[config.mk]
export PLATFORM = sky130hd
export DESIGN_NAME = dma_copy_flat
export DESIGN_NICKNAME = d
export VERILOG_FILES = /design/src/rtl/dma_pkg.sv /design/src/rtl/dma_copy_if.sv /design/src/rtl/dma_regs.sv /design/src/rtl/dma_copy.sv /design/src/flat_wrapper.sv
export SDC_FILE = /design/constraint.sdc
export NUM_CORES = 1
export LEC_CHECK = 0
export BUFFER_PORTS_ARGS = -buffer_cell sky130_fd_sc_hd__buf_4
export CAP_MARGIN = 20
export CORE_MARGIN = 8
export CORE_UTILIZATION = 56
export DETAILED_ROUTE_END_ITERATION = 10
export PLACE_DENSITY = 0.81
export SLEW_MARGIN = 20
export SYNTH_ARGS = -nofsm -noshare
export SYNTH_HDL_FRONTEND = slang
export SYNTH_SLANG_ARGS = --single-unit
[constraint.sdc]
create_clock -name clk -period 6.2 [get_ports clk]
set_clock_uncertainty 0.1 [all_clocks]
set_input_delay 1.24 -clock clk [delete_from_list [all_inputs] [get_ports clk]]
set_output_delay 1.24 -clock clk [all_outputs]
set_load 0.02 [all_outputs]
[src/rtl/dma_pkg.sv]
// Shared definitions for the dma_copy engine: FSM state encoding,
// register offsets (address bits [3:2]), CTRL bit positions and a
// byte-lane merge helper used by the register file.
package dma_pkg;

  typedef enum logic [1:0] {
    ST_IDLE = 2'd0,
    ST_RD   = 2'd1,
    ST_WR   = 2'd2
  } state_t;

  localparam logic [1:0] REG_SRC  = 2'd0;
  localparam logic [1:0] REG_DST  = 2'd1;
  localparam logic [1:0] REG_LEN  = 2'd2;
  localparam logic [1:0] REG_CTRL = 2'd3;

  localparam int CTRL_BUSY  = 0;
  localparam int CTRL_DONE  = 1;
  localparam int CTRL_ERR   = 2;
  localparam int CTRL_ABORT = 3;
  localparam int CTRL_IE    = 4;

  // Replace only the byte lanes enabled in mask.
  function automatic logic [31:0] merge_bytes(input logic [31:0] old_val,
                                              input logic [31:0] new_val,
                                              input logic [3:0]  mask);
    logic [31:0] res;
    for (int b = 0; b < 4; b++)
      res[8*b +: 8] = mask[b] ? new_val[8*b +: 8] : old_val[8*b +: 8];
    return res;
  endfunction

endpackage

[src/rtl/dma_copy_if.sv]
// Bus bundle for dma_copy: the register slave port (address_in .. ready_out),
// the requester master port (dma_*) and the interrupt line.
// modport slave  : view of the dma_copy block itself
// modport master : view of the surrounding system (decoder, arbiter, memory)
interface dma_copy_if;
  logic [31:0] address_in;
  logic        sel_in;
  logic        read_in;
  logic [31:0] read_value_out;
  logic [3:0]  write_mask_in;
  logic [31:0] write_value_in;
  logic        ready_out;
  logic [31:0] dma_address_out;
  logic        dma_read_out;
  logic        dma_write_out;
  logic [31:0] dma_read_value_in;
  logic [3:0]  dma_write_mask_out;
  logic [31:0] dma_write_value_out;
  logic        dma_ready_in;
  logic        dma_fault_in;
  logic        irq_out;

  modport slave (
    input  address_in, sel_in, read_in, write_mask_in, write_value_in,
           dma_read_value_in, dma_ready_in, dma_fault_in,
    output read_value_out, ready_out, dma_address_out, dma_read_out,
           dma_write_out, dma_write_mask_out, dma_write_value_out, irq_out
  );

  modport master (
    output address_in, sel_in, read_in, write_mask_in, write_value_in,
           dma_read_value_in, dma_ready_in, dma_fault_in,
    input  read_value_out, ready_out, dma_address_out, dma_read_out,
           dma_write_out, dma_write_mask_out, dma_write_value_out, irq_out
  );
endinterface

[src/rtl/dma_regs.sv]
// Software-visible register file of dma_copy.
//   reg_sel/sel/read/write_mask/write_value : decoded slave access
//   read_value : register read data, 0 unless sel & read
//   adv/set_done/set_err/clr_busy : event strobes from the transfer FSM
//   start : accepted start (CTRL.busy written 1 while idle, LEN != 0)
//   src/dst : word addresses (byte address bits [31:2]); len : remaining words
//   busy/done/error/ie/abort_pend : control state
module dma_regs
  import dma_pkg::*;
#(
  parameter int LEN_BITS = 16
) (
  input  logic                clk,
  input  logic                reset,
  input  logic [1:0]          reg_sel,
  input  logic                sel,
  input  logic                read,
  input  logic [3:0]          write_mask,
  input  logic [31:0]         write_value,
  output logic [31:0]         read_value,
  input  logic                adv,
  input  logic                set_done,
  input  logic                set_err,
  input  logic                clr_busy,
  output logic                start,
  output logic [29:0]         src,
  output logic [29:0]         dst,
  output logic [LEN_BITS-1:0] len,
  output logic                busy,
  output logic                done,
  output logic                error,
  output logic                ie,
  output logic                abort_pend
);

  logic        wr_en, ctrl_wr, zero_start;
  logic [31:0] cur, merged;

  assign wr_en   = sel && (write_mask != 4'b0000);
  // Every CTRL bit lives in byte lane 0.
  assign ctrl_wr = wr_en && (reg_sel == REG_CTRL) && write_mask[0];

  assign start      = ctrl_wr && write_value[CTRL_BUSY] && !busy && (len != '0);
  assign zero_start = ctrl_wr && write_value[CTRL_BUSY] && !busy && (len == '0);

  always_comb begin
    cur = '0;
    case (reg_sel)
      REG_SRC:  cur = {src, 2'b00};
      REG_DST:  cur = {dst, 2'b00};
      REG_LEN:  cur = 32'(len);
      REG_CTRL: cur = {27'd0, ie, 1'b0, error, done, busy};
      default:  cur = '0;
    endcase
  end

  assign merged     = merge_bytes(cur, write_value, write_mask);
  assign read_value = (sel && read) ? cur : '0;

  always_ff @(posedge clk or posedge reset) begin
    if (reset) begin
      src        <= '0;
      dst        <= '0;
      len        <= '0;
      busy       <= 1'b0;
      done       <= 1'b0;
      error      <= 1'b0;
      ie         <= 1'b0;
      abort_pend <= 1'b0;
    end else begin
      // Pointer/count updates from the engine beat software writes; software
      // writes are locked out while busy anyway.
      if (adv) begin
        src <= src + 30'd1;
        dst <= dst + 30'd1;
        len <= len - LEN_BITS'(1);
      end else if (wr_en && !busy) begin
        case (reg_sel)
          REG_SRC: src <= merged[31:2];
          REG_DST: dst <= merged[31:2];
          REG_LEN: len <= merged[LEN_BITS-1:0];
          default: ;
        endcase
      end

      if (start)         busy <= 1'b1;
      else if (clr_busy) busy <= 1'b0;

      // Hardware set beats software write-1-to-clear in the same cycle.
      if (set_done || zero_start)           done <= 1'b1;
      else if (start)                       done <= 1'b0;
      else if (ctrl_wr && write_value[CTRL_DONE]) done <= 1'b0;

      if (set_err)                          error <= 1'b1;
      else if (start)                       error <= 1'b0;
      else if (ctrl_wr && write_value[CTRL_ERR])  error <= 1'b0;

      if (ctrl_wr) ie <= write_value[CTRL_IE];

      // Abort only means something during a transfer; drop it on any stop.
      if (clr_busy || !busy)                          abort_pend <= 1'b0;
      else if (ctrl_wr && write_value[CTRL_ABORT])    abort_pend <= 1'b1;
    end
  end

endmodule

[src/rtl/dma_copy.sv]
// Memory-to-memory word copy engine.
//   clk, reset : system clock, asynchronous active-high reset
//   bus        : dma_copy_if.slave -- register slave port (SRC/DST/LEN/CTRL
//                at offsets 0x0/0x4/0x8/0xC), requester master port and irq.
// Copies LEN words from SRC to DST as alternating read/write bus requests,
// stopping on completion, a bus fault or a software abort.
module dma_copy
  import dma_pkg::*;
#(
  parameter int LEN_BITS = 16
) (
  input  logic     clk,
  input  logic     reset,
  dma_copy_if.slave bus
);

  state_t              state;
  logic                start, adv, set_done, set_err, clr_busy;
  logic [29:0]         src, dst;
  logic [LEN_BITS-1:0] len;
  logic                busy, done, error, ie, abort_pend;
  logic                last, active, unused_addr;

  // The external decoder already qualified the page; only [3:2] matter here.
  assign unused_addr = ^{bus.address_in[31:4], bus.address_in[1:0], busy, error};

  dma_regs #(.LEN_BITS(LEN_BITS)) u_regs (
    .clk         (clk),
    .reset       (reset),
    .reg_sel     (bus.address_in[3:2]),
    .sel         (bus.sel_in),
    .read        (bus.read_in),
    .write_mask  (bus.write_mask_in),
    .write_value (bus.write_value_in),
    .read_value  (bus.read_value_out),
    .adv         (adv),
    .set_done    (set_done),
    .set_err     (set_err),
    .clr_busy    (clr_busy),
    .start       (start),
    .src         (src),
    .dst         (dst),
    .len         (len),
    .busy        (busy),
    .done        (done),
    .error       (error),
    .ie          (ie),
    .abort_pend  (abort_pend)
  );

  assign bus.ready_out = bus.sel_in;
  assign bus.irq_out   = done && ie;

  assign last     = (len == LEN_BITS'(1));
  assign active   = (state == ST_RD) || (state == ST_WR);
  assign adv      = (state == ST_WR) && bus.dma_ready_in && !bus.dma_fault_in;
  assign set_done = adv && last;
  assign set_err  = active && bus.dma_ready_in && bus.dma_fault_in;
  assign clr_busy = set_err || set_done || (adv && abort_pend);

  // dma_write_value_out doubles as the data register between RD and WR.
  always_ff @(posedge clk or posedge reset) begin
    if (reset) begin
      state                   <= ST_IDLE;
      bus.dma_read_out        <= 1'b0;
      bus.dma_write_out       <= 1'b0;
      bus.dma_write_mask_out  <= 4'b0000;
      bus.dma_address_out     <= '0;
      bus.dma_write_value_out <= '0;
    end else begin
      case (state)
        ST_IDLE: begin
          if (start) begin
            state               <= ST_RD;
            bus.dma_read_out    <= 1'b1;
            bus.dma_address_out <= {src, 2'b00};
          end
        end
        ST_RD: begin
          if (bus.dma_ready_in) begin
            bus.dma_read_out <= 1'b0;
            if (bus.dma_fault_in) begin
              state <= ST_IDLE;
            end else begin
              state                   <= ST_WR;
              bus.dma_write_value_out <= bus.dma_read_value_in;
              bus.dma_write_out       <= 1'b1;
              bus.dma_write_mask_out  <= 4'b1111;
              bus.dma_address_out     <= {dst, 2'b00};
            end
          end
        end
        ST_WR: begin
          if (bus.dma_ready_in) begin
            bus.dma_write_out      <= 1'b0;
            bus.dma_write_mask_out <= 4'b0000;
            // Completion has priority over abort; both end in IDLE.
            if (bus.dma_fault_in || last || abort_pend) begin
              state <= ST_IDLE;
            end else begin
              state               <= ST_RD;
              bus.dma_read_out    <= 1'b1;
              bus.dma_address_out <= {src + 30'd1, 2'b00};
            end
          end
        end
        default: state <= ST_IDLE;
      endcase
    end
  end

endmodule

[src/flat_wrapper.sv]
// flat-port wrapper written by rule: the top's interface ports become plain ports
module dma_copy_flat import dma_pkg::*;
#(
  parameter int LEN_BITS = 16
)
  (clk, reset, bus_address_in, bus_sel_in, bus_read_in, bus_write_mask_in, bus_write_value_in, bus_dma_read_value_in, bus_dma_ready_in, bus_dma_fault_in, bus_read_value_out, bus_ready_out, bus_dma_address_out, bus_dma_read_out, bus_dma_write_out, bus_dma_write_mask_out, bus_dma_write_value_out, bus_irq_out);
  dma_copy_if bus_i ();
  input  logic clk;
  input  logic reset;
  input wire logic [$bits(bus_i.address_in)-1:0] bus_address_in;
  input wire logic [$bits(bus_i.sel_in)-1:0] bus_sel_in;
  input wire logic [$bits(bus_i.read_in)-1:0] bus_read_in;
  input wire logic [$bits(bus_i.write_mask_in)-1:0] bus_write_mask_in;
  input wire logic [$bits(bus_i.write_value_in)-1:0] bus_write_value_in;
  input wire logic [$bits(bus_i.dma_read_value_in)-1:0] bus_dma_read_value_in;
  input wire logic [$bits(bus_i.dma_ready_in)-1:0] bus_dma_ready_in;
  input wire logic [$bits(bus_i.dma_fault_in)-1:0] bus_dma_fault_in;
  output wire logic [$bits(bus_i.read_value_out)-1:0] bus_read_value_out;
  output wire logic [$bits(bus_i.ready_out)-1:0] bus_ready_out;
  output wire logic [$bits(bus_i.dma_address_out)-1:0] bus_dma_address_out;
  output wire logic [$bits(bus_i.dma_read_out)-1:0] bus_dma_read_out;
  output wire logic [$bits(bus_i.dma_write_out)-1:0] bus_dma_write_out;
  output wire logic [$bits(bus_i.dma_write_mask_out)-1:0] bus_dma_write_mask_out;
  output wire logic [$bits(bus_i.dma_write_value_out)-1:0] bus_dma_write_value_out;
  output wire logic [$bits(bus_i.irq_out)-1:0] bus_irq_out;
  assign bus_i.address_in = bus_address_in;
  assign bus_i.sel_in = bus_sel_in;
  assign bus_i.read_in = bus_read_in;
  assign bus_i.write_mask_in = bus_write_mask_in;
  assign bus_i.write_value_in = bus_write_value_in;
  assign bus_i.dma_read_value_in = bus_dma_read_value_in;
  assign bus_i.dma_ready_in = bus_dma_ready_in;
  assign bus_i.dma_fault_in = bus_dma_fault_in;
  assign bus_read_value_out = bus_i.read_value_out;
  assign bus_ready_out = bus_i.ready_out;
  assign bus_dma_address_out = bus_i.dma_address_out;
  assign bus_dma_read_out = bus_i.dma_read_out;
  assign bus_dma_write_out = bus_i.dma_write_out;
  assign bus_dma_write_mask_out = bus_i.dma_write_mask_out;
  assign bus_dma_write_value_out = bus_i.dma_write_value_out;
  assign bus_irq_out = bus_i.irq_out;
  dma_copy #(.LEN_BITS(LEN_BITS)) u_core (.clk(clk), .reset(reset), .bus(bus_i));
endmodule
==> results.yml, run 1 <==
status:
  outcome: "completed"
power_and_ir_drop:
  ir_worst_vdd_uv: 331
  leakagePower_nw: 5.13
  power_density_mw_per_mm2: 486
  total_power_w: 0.00577
cells_and_area:
  fillerInstances: 1428
  antenna_cells: 0
  area_growth_pct: 18.7
  drive_above_1_share_pct: 22.7
  layout.nets: 1376
cts:
  clock-root-buffer: "clkbuf_16"
  clk_latency_ns: 0.43
  tritoncts: "built"
  cts_inserted_buffers: 17
  post_cts_resized: 0
  cts_hold_buf: 0
  cts_buffer_depth: 2
  cts_max_level: 4
  clkTransAtPathRegs_ns: 0.07
  cts.sinks: 147
  cts_setup_buffers: 0
setup_path:
  crit_path_end_kind: "output pin"
  cpMostUsedCell: "buf_4"
  ff2ff_setup_slack_ns: 2.76
  path_cells: "buf_4 > nor2b_2 > nand2_1 > o21ai_0 > nor2b_1 > buf_4"
  slowest_delay_ns: 0.71
  rr_worst_depth: 9
  cp_data_required_time_ns: 4.86
  worstSetupStartpointType: "input port"
  crit_type: "input port to output pin"
  crit_path_top_delay_cell: "nor2b_2"
  r2r_end: "u_core.bus.dma_address_out[14]"
  crit_family: "simple AND/OR/NAND/NOR gates"
  worstPathMaxFanout: 38
  crit-reg2reg-launch: "u_core.state[0]"
  crit_buf_inv: 2
  crit_arrival_ns: 3.10
timing:
  worstMarginPinSlew_ns: 1.04
  report.final.slew_viol_count: 0
  fin_crit_ns: 4.44
  final-setup-viol-count: 0
  finalCritPeriodShare_pct: 71.6
  fin_setup_tns_ns: 0
  rsz0062_at_grt: "false"
  max_freq_mhz: 225
  worst_slew_margin_rel_pct: 30.5
  finalHoldViolations: 0
global_routing:
  use_met3_pct: 7.26
  grt_overflow: 0
  grt.met1_usage_pct: 40.5
  antenna_found_initial: 0
  track_usage_pct: 30.0
  grt_max_degree: 104
  grt.busiest_layer: "met2"
  grt_pass1_wl_um: 53200
  grt_pass1_vias: 9645
  use_met2_pct: 45.3
synth:
  yosysMostFrequentCell: "dfrtp_1"
  synth_top_area_cell: "dfrtp_1"
  syn_area_per_cell_um2: 8.59
  yosysTopAreaCellShare_pct: 36.8
  synth_common_cells: "dfrtp_1, nand2_1, a21oi_1"
  syn_inst: 1165
  synth_edf_count: 0
  dominantRegCellSynth: "dfrtp_1"
  syn_area_mm2: 0.0100
  synthArstFlopShare_pct: 100
  ys_seq_area_share_pct: 36.8
  synthDistinctLibCells: 77
  synth_seq_cells: 147
  synth.area.top_cells: "dfrtp_1, a21oi_1, nand2_1"
  yosysWarnings: 0
die:
  die_w_um: 150
  core.rowCount: 49
  dieArea_mm2: 0.0224
  die_y_um: 150
  io_pins: 210
  initial_core_util_pct: 56.5
  core_area_mm2: 0.0177
placement:
  io_buffers: 177
  gp_congestion: 0.978
  post-dp-hpwl_um: 23700
run:
  drv_cap: 0
worst_hold_path:
  holdPathEnd: "u_core.bus.dma_address_out[2]"
  min_from: "u_core.bus.dma_address_out[2]"
  hold_class: "flip-flop to flip-flop"
  holdPathStages: 1
routing:
  via_per_inst: 6.89
  drt_iter0_drc: 1500
  ant_nets: 0
  wire_per_inst_um: 22.7
  drc: 0
  num_vias: 10400
  firstDrtPassIters: 8
  wirelength_um: 34100
==> registers in the layout, summed over array words and instances, names as in the netlist, 2 cells and up <==
| register | count |
|---|---|
| u_core.u_regs.src | 30 |
| u_core.u_regs.len | 16 |
| u_core.bus.dma_write_value_out | 32 |
| u_core.u_regs.dst | 30 |
| u_core.bus.dma_address_out | 30 |
| u_core.state | 2 |
==> area by class of cell <==
cell class / instances / area [µm²] / share of cell area [%]
multi-input cells: 878 / 5730 / 48.3
flip-flops and latches: 147 / 3680 / 31.0
repair buffers: 194 / 1460 / 12.3
clock buffers: 17 / 425 / 3.58
well taps: 229 / 287 / 2.41
clock inverters: 15 / 206 / 1.74
inverters: 22 / 87.6 / 0.738
==> cells in the final DEF, fill, tap and decap left out, types with 29 or more instances in the layout <==
cell / synthesis / layout
buf_4: 12 / 194
dfrtp_1: 147 / 147
nand2_1: 116 / 116
a21oi_1: 96 / 96
o21ai_0: 67 / 67
nor2_1: 57 / 57
nor3_1: 44 / 44
mux2_2: 38 / 38
nand3_1: 38 / 38
mux2i_1: 35 / 35
a31oi_1: 29 / 29
==> where the power goes <==
part	leakage (nW)	total [W]	switching, W	internal (W)
clock network	0.309	0.00114	0.000485	0.000655
registers	1.82	0.00201	0.000607	0.00141
logic	3.01	0.00262	0.00155	0.00107
==> kinds of logic (layout without fill, tap and decap cells) <==
kind of cell    Yosys count  in the layout  share of synthesized area (%)
compound gates          369            369                           25.0
simple gates            419            419                           22.3
fa+ha+maj                10             10                           1.25
xor+xnor                  2              2                          0.175
other cells               1              2                         0.0375
mux                      76             76                           8.34
flops                   147            147                           36.8
buf+inv                 141            248                           6.12
==> layer usage <==
layer,up-vias,routed length (µm)
met4,0,1250
met1,4863,12800
met5,-,0
met3,120,4640
li1,4569,-
met2,800,15400
==> per-stage QoR <==
step | util (%) | worst slack (ns) | instance area [µm²] | hold WS [ns] | std cells
finish | 67.0 | 1.76 | 11900 | 0.406 | 1502
global route | 67.0 | 1.66 | 11900 | 0.418 | 1502
CTS | 67.0 | 1.53 | 11900 | 0.411 | 1502
detailed placement | 63.4 | 1.57 | 11200 | 0.396 | 1470
global placement | 63.4 | 1.57 | 11200 | 0.369 | 1470
floorplan | - | 0.909 | 10000 | 0.373 | 1166
==> worst register-to-register path, cell delays in order (launching register included) <==
cell and delay, ns:
dfrtp_1 0.40, inv_1 0.10, ha_1 0.20, buf_4 0.26, inv_1 0.51, a2bb2oi_1 0.22
a2111oi_4 0.36, buf_4 0.36, and2_4 0.43, mux2_2 0.38
==> worst max-delay path by stage <==
stage                      startpoint                             end  slack, ns  cells after the start
floorplan                       reset  u_core.bus.dma_address_out[10]       0.91                      1
global placement    bus_address_in[2]           bus_read_value_out[3]       1.57                      6
detailed placement  bus_address_in[2]           bus_read_value_out[6]       1.57                      5
CTS                 bus_address_in[2]           bus_read_value_out[3]       1.53                      6
global route        bus_address_in[2]           bus_read_value_out[3]       1.66                      6
finish              bus_address_in[2]           bus_read_value_out[3]       1.76                      6
No activity file was read; power rests on OpenSTA's default activity.
==> run 2: changes to the inputs <==
--- a/config.mk
+++ b/config.mk
@@ -8,9 +8,9 @@
 export BUFFER_PORTS_ARGS = -buffer_cell sky130_fd_sc_hd__buf_4
 export CAP_MARGIN = 20
 export CORE_MARGIN = 8
-export CORE_UTILIZATION = 56
+export CORE_UTILIZATION = 51
 export DETAILED_ROUTE_END_ITERATION = 10
-export PLACE_DENSITY = 0.81
+export PLACE_DENSITY = 0.78
 export SLEW_MARGIN = 20
 export SYNTH_ARGS = -nofsm -noshare
 export SYNTH_HDL_FRONTEND = slang
==> constraint.sdc (replaced) <==
create_clock -name clk -period 3.6 [get_ports clk]
set_clock_uncertainty 0.1 [all_clocks]
set_input_delay 0.72 -clock clk [delete_from_list [all_inputs] [get_ports clk]]
set_output_delay 0.72 -clock clk [all_outputs]
set_load 0.02 [all_outputs]
==> run 2 against run 1 <==
Hold slack worse by 0.058 ns. Cell count is 4.1% higher. Cell area is 2.0% higher. Worst setup slack worse by 1.0 ns. Non-clock buffer count is 25 higher. Flip-flop and latch count stayed put. Largest power group unchanged. Routed wire length is 0.45% lower. Sequential share of layout area is 0.62 points lower. Utilization is 4.4 points lower. Power is 72% higher. Register-to-register slack worse by 2.0 ns. Count of clock-buffer cells in the layout stayed put.
==> results.yml, run 2 (synthesized netlist as in run 1, its figures left out) <==
cells_and_area:
  antenna_cells: 0
  fin_area_mm2: 0.0121
  layout.nets: 1401
  layout_common_cells: "buf_4, dfrtp_1, nand2_1, a21oi_1, o21ai_0"
  area_growth_pct: 21.1
  top_register: "u_core.bus.dma_write_value_out"
  drive_above_1_share_pct: 24.1
  fillerInstances: 1663
  multi_input_area_mm2: 0.00572
  final_cells: 1563
  largest_reg_flops: 32
  regArea_mm2: 0.00368
  layout_commonest_cell: "buf_4"
status:
  outcome: "completed"
timing:
  finalHoldViolations: 0
  worst_slew_margin_rel_pct: 42.6
  rsz0062_at_grt: "false"
  fin_crit_ns: 2.86
  max_freq_mhz: 349
  fin_setup_tns_ns: 0
  worstMarginPinSlew_ns: 0.861
  finalCritPeriodShare_pct: 79.5
  report.final.slew_viol_count: 0
  final-setup-viol-count: 0
  finalHoldWorstSlack_ns: 0.348
placement:
  placed_cells: 1531
  post_dp_cell_area_mm2: 0.0115
  post-dp-hpwl_um: 24400
  gp_congestion: 0.970
  io_buffers: 177
routing:
  ant_nets: 0
  wire_per_inst_um: 21.7
  wirelength_um: 33900
  firstDrtPassIters: 6
  drt_iter0_drc: 1330
  num_vias: 10400
  drc: 0
  via_per_inst: 6.66
global_routing:
  grt_max_degree: 48
  antenna_found_initial: 0
  track_usage_pct: 27.5
  grt_pass1_wl_um: 53000
  grt_pass1_vias: 9668
  grt_overflow: 0
die:
  initial_core_util_pct: 51.7
  core.rowCount: 51
  core_area_mm2: 0.0193
  die_y_um: 156
  dieArea_mm2: 0.0243
  die_w_um: 156
  io_pins: 210
setup_path:
  crit_end: "bus_read_value_out[26]"
  crit_type: "input port to output pin"
  ff2ff_setup_slack_ns: 0.74
  crit-reg2reg-launch: "u_core.state[0]"
  crit_path_end_kind: "output pin"
  worstPathMaxFanout: 32
  crit_arrival_ns: 2.04
  crit_start: "bus_address_in[2]"
  rr_worst_depth: 8
  r2r_end: "u_core.u_regs.dst[21]"
  worstSetupStartpointType: "input port"
  cp_data_required_time_ns: 2.78
power_and_ir_drop:
  ir_worst_vdd_uv: 545
  power_density_mw_per_mm2: 819
  leakagePower_nw: 5.25
  total_power_w: 0.00992
cts:
  post_cts_resized: 0
  cts.sinks: 147
  cts_setup_buffers: 0
  cts_hold_buf: 0
  tritoncts: "built"
  clkTransAtPathRegs_ns: 0.06
  clk_latency_ns: 0.44
  cts_max_level: 4
  clock-root-buffer: "clkbuf_16"
  cts_buffer_depth: 2
  cts_inserted_buffers: 17
worst_hold_path:
  hold_class: "input port to asynchronous set/reset pin"
run:
  drv_cap: 0
==> run 2: cell count changes in the layout (fill, tap and decap cells not counted), sizes merged <==
cell,delta
clkinv,+1
inv,-2
buf,+25
clkinvlp,+1
==> run 2: metal layers <==
metal  part of all wire (%)  GRT usage (%)  up-vias
met5                      0              0        -
li1                       -              -     4620
met2                     45           41.6      803
met3                     14           8.12       94
met1                     38           36.1     4886
met4                    3.1           11.3        0
==> run 2: layout make-up <==
cell class	instances	area share (%)
tap	265	2.74
clock buffer	17	3.51
timing repair buffer	219	13.8
sequential	147	30.4
clock inverter	15	1.59
multi-input combinational	878	47.3
inverter	22	0.713
==> run 2: worst min-delay path by stage <==
stage / from / cells past startpoint / slack (ns) / to
global route: reset / 2 / 0.40 / u_core.bus.dma_address_out[18]
CTS: reset / 2 / 0.36 / u_core.bus.dma_address_out[18]
finish: reset / 2 / 0.35 / u_core.bus.dma_address_out[18]
global placement: u_core.bus.dma_address_out[2] / 1 / 0.37 / u_core.bus.dma_address_out[2]
detailed placement: u_core.bus.dma_address_out[2] / 1 / 0.38 / u_core.bus.dma_address_out[2]
floorplan: u_core.u_regs.dst[29] / 1 / 0.37 / u_core.u_regs.dst[29]
==> run 2: where the power goes <==
group	switching, W	total [W]	internal, W
Clock	0.000776	0.00189	0.00111
Sequential	0.00100	0.00343	0.00243
Combinational	0.00270	0.00460	0.00190
Total	0.00448	0.00992	0.00544
==> run 2: critical path: stages <==
cell and delay (ns):
buf_4 0.14, buf_4 0.46, mux2i_1 0.43, nor3_1 0.09
buf_4 0.19
==> run 2: per-stage QoR <==
step,util [%],setup WS (ns)
2_1_floorplan,-,0.710
3_3_place_gp,59.4,0.699
3_5_place_dp,59.4,0.703
4_1_cts,62.6,0.756
5_1_grt,62.6,0.610
6_report,62.6,0.738
